## config.mk

```make
export PLATFORM = sky130hd
export DESIGN_NAME = usrt_tx_sched
export DESIGN_NICKNAME = d
export VERILOG_FILES = /design/src/rtl/usrt_tx_sched.sv
export SDC_FILE = /design/constraint.sdc
export NUM_CORES = 1
export LEC_CHECK = 0
export ABC_AREA = 1
export CORE_ASPECT_RATIO = 1.5
export CORE_MARGIN = 5
export CORE_UTILIZATION = 52
export CTS_BUF_LIST = sky130_fd_sc_hd__clkbuf_16
export CTS_CLUSTER_SIZE = 20
export DETAILED_ROUTE_END_ITERATION = 16
export PLACE_DENSITY = 0.82
export SLEW_MARGIN = 5
export SYNTH_ARGS = -nofsm -noshare
export SYNTH_HDL_FRONTEND = slang
export SYNTH_SLANG_ARGS = --single-unit
```

## constraint.sdc

```tcl
create_clock -name i_Pclk -period 1.6 [get_ports i_Pclk]
set_input_delay 0.16 -clock i_Pclk [delete_from_list [all_inputs] [get_ports i_Pclk]]
set_output_delay 0.16 -clock i_Pclk [all_outputs]
set_load 0.02 [all_outputs]
```

## src/rtl/usrt_tx_sched.sv

```systemverilog
// Transmit scheduler: round-robin grant between two byte sources, then LSB-first serial framing.
// Latency: o_Gnt one cycle after a request seen in IDLE; start bit on the first i_BitEn after the grant.
// Backpressure: requesters hold i_Req until o_Gnt; one frame in flight, new requests wait until IDLE.
module usrt_tx_sched #(
   parameter int STOP_BITS = 1
) (
   input  logic       i_Pclk,
   input  logic       i_Rst,
   input  logic       i_BitEn,
   input  logic [1:0] i_Parity,
   input  logic [1:0] i_Req,
   input  logic [7:0] i_Data0,
   input  logic [7:0] i_Data1,
   output logic [1:0] o_Gnt,
   output logic       o_Tx,
   output logic       o_Busy,
   output logic       o_FrameDone
);

   typedef enum logic [2:0] {
      ST_IDLE,
      ST_WAIT,
      ST_START,
      ST_DATA,
      ST_PARITY,
      ST_STOP
   } state_t;

   // Stop counter only ever needs to reach 1 (two stop bits at most).
   localparam logic SC_LAST = (STOP_BITS == 2) ? 1'b1 : 1'b0;

   state_t     state;
   logic [7:0] d;
   logic [2:0] cnt;
   logic       sc;
   logic       par_en;
   logic       p;
   logic       rr_ptr;
   logic       win;
   logic [7:0] win_dat;

   // Winner select: a lone requester wins outright; on a tie the pointer names the favoured one.
   always_comb begin
      win = 1'b0;
      if (i_Req == 2'b10) begin
         win = 1'b1;
      end else if (i_Req == 2'b11) begin
         win = rr_ptr;
      end
      win_dat = win ? i_Data1 : i_Data0;
   end

   // Frame sequencer: grant/latch in IDLE, then advance one bit per i_BitEn with o_Tx registered.
   always_ff @(posedge i_Pclk or posedge i_Rst) begin
      if (i_Rst) begin
         state       <= ST_IDLE;
         d           <= 8'h00;
         cnt         <= 3'd0;
         sc          <= 1'b0;
         par_en      <= 1'b0;
         p           <= 1'b0;
         rr_ptr      <= 1'b0;
         o_Gnt       <= 2'b00;
         o_Tx        <= 1'b1;
         o_Busy      <= 1'b0;
         o_FrameDone <= 1'b0;
      end else begin
         o_Gnt       <= 2'b00;
         o_FrameDone <= 1'b0;
         case (state)
            ST_IDLE: begin
               // i_BitEn is deliberately ignored here so WAIT always needs a fresh strobe.
               if (i_Req != 2'b00) begin
                  d      <= win_dat;
                  par_en <= (i_Parity == 2'b01) || (i_Parity == 2'b10);
                  p      <= (i_Parity == 2'b10) ? ~^win_dat : ^win_dat;
                  o_Gnt  <= win ? 2'b10 : 2'b01;
                  rr_ptr <= ~win;
                  state  <= ST_WAIT;
                  o_Busy <= 1'b1;
               end
            end
            ST_WAIT: begin
               if (i_BitEn) begin
                  state <= ST_START;
                  o_Tx  <= 1'b0;
               end
            end
            ST_START: begin
               if (i_BitEn) begin
                  state <= ST_DATA;
                  cnt   <= 3'd0;
                  o_Tx  <= d[0];
               end
            end
            ST_DATA: begin
               if (i_BitEn) begin
                  if (cnt != 3'd7) begin
                     cnt  <= cnt + 3'd1;
                     o_Tx <= d[cnt + 3'd1];
                  end else if (par_en) begin
                     state <= ST_PARITY;
                     o_Tx  <= p;
                  end else begin
                     state <= ST_STOP;
                     sc    <= 1'b0;
                     o_Tx  <= 1'b1;
                  end
               end
            end
            ST_PARITY: begin
               if (i_BitEn) begin
                  state <= ST_STOP;
                  sc    <= 1'b0;
                  o_Tx  <= 1'b1;
               end
            end
            ST_STOP: begin
               if (i_BitEn) begin
                  if (sc != SC_LAST) begin
                     sc <= sc + 1'b1;
                  end else begin
                     state       <= ST_IDLE;
                     o_Busy      <= 1'b0;
                     o_FrameDone <= 1'b1;
                     o_Tx        <= 1'b1;
                  end
               end
            end
            default: begin
               state  <= ST_IDLE;
               o_Busy <= 1'b0;
               o_Tx   <= 1'b1;
            end
         endcase
      end
   end

endmodule

```

==> flow_summary.yaml <==
logic_synthesis:
  ys_types: 25
  ys_ff_latch: 22
  syn_nets: 239
  synthCells: 213
  syn_area_per_cell_um2: 7.07
  seq_area_frac_synth_pct: 36.6
  yosysWarnings: 0
  netlist_area_mm2: 0.00151
routing:
  wl_per_cell_um: 11.4
  drtIter0Drc: 29
  antenna_left: 0
  wl_um: 3430
  vias_per_cell: 5.03
  vias: 1510
  drc: 0
  dr.pass1.iters: 4
clock_network:
  cts_num_sinks: 22
  path_clk_slew_ns: 0.06
  root_buffer: "clkbuf_16"
  numCtsBuffers: 3
  clk_latency_ns: 0.25
  clockBufferDepth: 2
  htree_levels: 1
  cts_tree: "yes"
cells_and_area:
  antenna_cells: 0
  areaGrowthSynthToFinish_pct: 37.1
  fill_cells: 207
  nets: 288
  drive_above_1_share_pct: 19.5
sta:
  finalCriticalPeriod_ns: 1.53
  hold_violations: 0
  worst_clock_skew_ns: 0.00356
  period_share_pct: 95.6
  slew_headroom_pct: 80.3
  drv_slew: 0
  setup_viol: 0
  max_freq_mhz: 654
  rsz0062_at_grt: "true"
  setup_slack_ns: 0.0699
  tns_ns: 0
  worst_pin_slew_ns: 0.295
power_and_ir_drop:
  switching_share_pct: 40.7
  power_frac_comb_pct: 52.5
  power.density_mw_per_mm2: 1510
  p_int_mw: 1.85
  switching_power_mw: 1.27
  total_leakage_power_nw: 1.06
  seqPwrFrac_pct: 30.9
  ir_worst_vdd_v: 0.000747
  clockPowerShare_pct: 16.6
setup_path:
  path_class: "reg2out"
  cpPeakStageDelay_ns: 0.59
  slowest_stage: "clkdlybuf4s50_1"
  critPathArrivalTime_ns: 1.37
  path_buf_inv: 1
  cp.required_ns: 1.44
  crit_family: "buffers and inverters"
  startpoint_type: "register"
  critPathCaptureType: "output port"
  worstPathCellList: "clkdlybuf4s50_1"
  critPathMaxFanout: 2
placed_design:
  port_buffers: 27
  place_hpwl_um: 2670
  gp_congestion: 0.814
  dp_slack_ns: -0.137
job:
  maxCapViolations: 0
die:
  dieWidth_um: 53.9
  fp.dieArea_mm2: 0.00410
  start_util_pct: 52.8
  row_count: 24
  io_pins: 28
  core_area_mm2: 0.00285
  die_h_um: 75.9
run_status:
  status: "complete, no violations"
hold_path:
  hp-class: "in2async"
grt:
  grt_max_degree: 18
  antenna_found_initial: 0
  track_usage_pct: 17.6
  grt_pass1_vias: 1403
  grt_overflow: 0
  grt_pass1_wl_um: 5600
-- synthesized netlist by cell type --
cell	number	area [µm²]
nor2_1	12	45.0
dfrtp_1	21	526
nand3b_1	4	30.0
nor3_1	3	15.0
inv_1	23	86.3
nand2_1	75	282
nor2_4	2	22.5
buf_6	1	11.3
inv_2	1	3.75
a21oi_1	6	30.0
dfstp_2	1	26.3
o21bai_1	1	7.51
nor4_1	2	12.5
buf_12	1	20.0
nand2_2	11	68.8
o21ai_0	16	80.1
ha_1	3	37.5
a21oi_2	1	8.76
o21ai_2	4	35.0
nand2_4	3	33.8
buf_2	3	15.0
nand3_1	12	60.1
o21ai_1	3	15.0
a32o_1	2	20.0
o211ai_1	2	15.0
-- logic make-up after synthesis --
family / Yosys count / synth area share, %
simple gates: 124 / 37.8
compound gates: 35 / 14.0
buf+inv: 29 / 9.05
flops: 22 / 36.6
fa+ha+maj: 3 / 2.49
-- flip-flops by register name, indices dropped and copies added (netlist names) --
signal       cells
d                8
o_Gnt            2
o_Tx             1
rr_ptr           1
o_Busy           1
p                1
cnt              3
o_FrameDone      1
par_en           1
state            3
-- routing by layer --
metal | share of wire (%) | track usage (%) | wire [µm]
met1 | 37 | 18.6 | 1270
met2 | 59 | 33.3 | 2020
met3 | 2.4 | 1.76 | 82
met4 | 1.8 | 6.14 | 61
met5 | 0 | 0 | 0
-- area by class of cell --
class                   instances  area, µm²  area share [%]
multi-input cells             162        831            40.2
flip-flops and latches         22        552            26.7
repair buffers                 49        465            22.5
inverters                      24       90.1            4.36
clock buffers                   3       75.1            3.63
well taps                      39       48.8            2.36
clock inverters                 1       3.75           0.182
-- power groups by stage --
stage / sequential, mW / clock (mW) / combinational (mW)
3_3_place_gp: 0.949 / 0 / 1.53
4_1_cts: 0.959 / 0.523 / 1.59
6_report: 0.965 / 0.520 / 1.64
3_5_place_dp: 0.958 / 0 / 1.56
2_1_floorplan: 0.985 / 0 / 0.981
5_1_grt: 0.988 / 0.543 / 1.84
-- cells in the final DEF, fill, tap and decap left out --
master            n
nand2_1          74
clkdlybuf4s50_1  27
inv_1            22
dfrtp_1          21
buf_4            20
o21ai_0          16
nand3_1          12
nand2_2          12
nor2_1           11
a21oi_1           6
o21ai_2           4
nand3b_1          4
clkbuf_16         4
nand2_4           3
nor3_1            3
o21ai_1           3
ha_1              3
nor2_4            2
inv_2             2
nor4_1            2
o211ai_1          2
a32o_1            2
nor2_2            1
a21oi_4           1
o21bai_1          1
clkinv_1          1
dfstp_2           1
buf_12            1
-- final timing paths --
check	endpoint	cells past startpoint	slack, ns	from
setup / recovery	o_Tx	1	0.07	o_Tx$_DFFE_PP1P_
hold / removal	state[2]$_DFFE_PP0P_	2	0.15	i_Rst
setup reg to reg	p$_DFFE_PP0P_	13	0.13	rr_ptr$_DFFE_PP0P_
hold reg to reg	d[1]$_DFFE_PP0P_	2	0.49	d[1]$_DFFE_PP0P_
max in group asynchronous	d[2]$_DFFE_PP0P_	3	0.96	i_Rst
min in group i_Pclk	d[1]$_DFFE_PP0P_	2	0.49	d[1]$_DFFE_PP0P_
-- per-stage QoR --
step | utilization (%) | area [µm²] | total power, mW | hold slack [ns] | instances
after floorplan | - | 1510 | 1.97 | 0.148 | 213
after global placement | 68.3 | 1950 | 2.48 | 0.420 | 295
after detailed placement | 68.3 | 1950 | 2.52 | 0.426 | 295
after CTS | 71.1 | 2030 | 3.07 | 0.158 | 299
after global routing | 72.4 | 2070 | 3.37 | 0.193 | 300
final | 72.4 | 2070 | 3.13 | 0.147 | 300
-- repair_timing --
action	4_1_cts	5_1_grt
endpoints found under the setup margin	0	6
buffers inserted	0	0
resized for setup	0	4
endpoints found under the hold margin	0	0
hold buffers	0	0
Note: power is estimated with default switching activity, not from simulation.
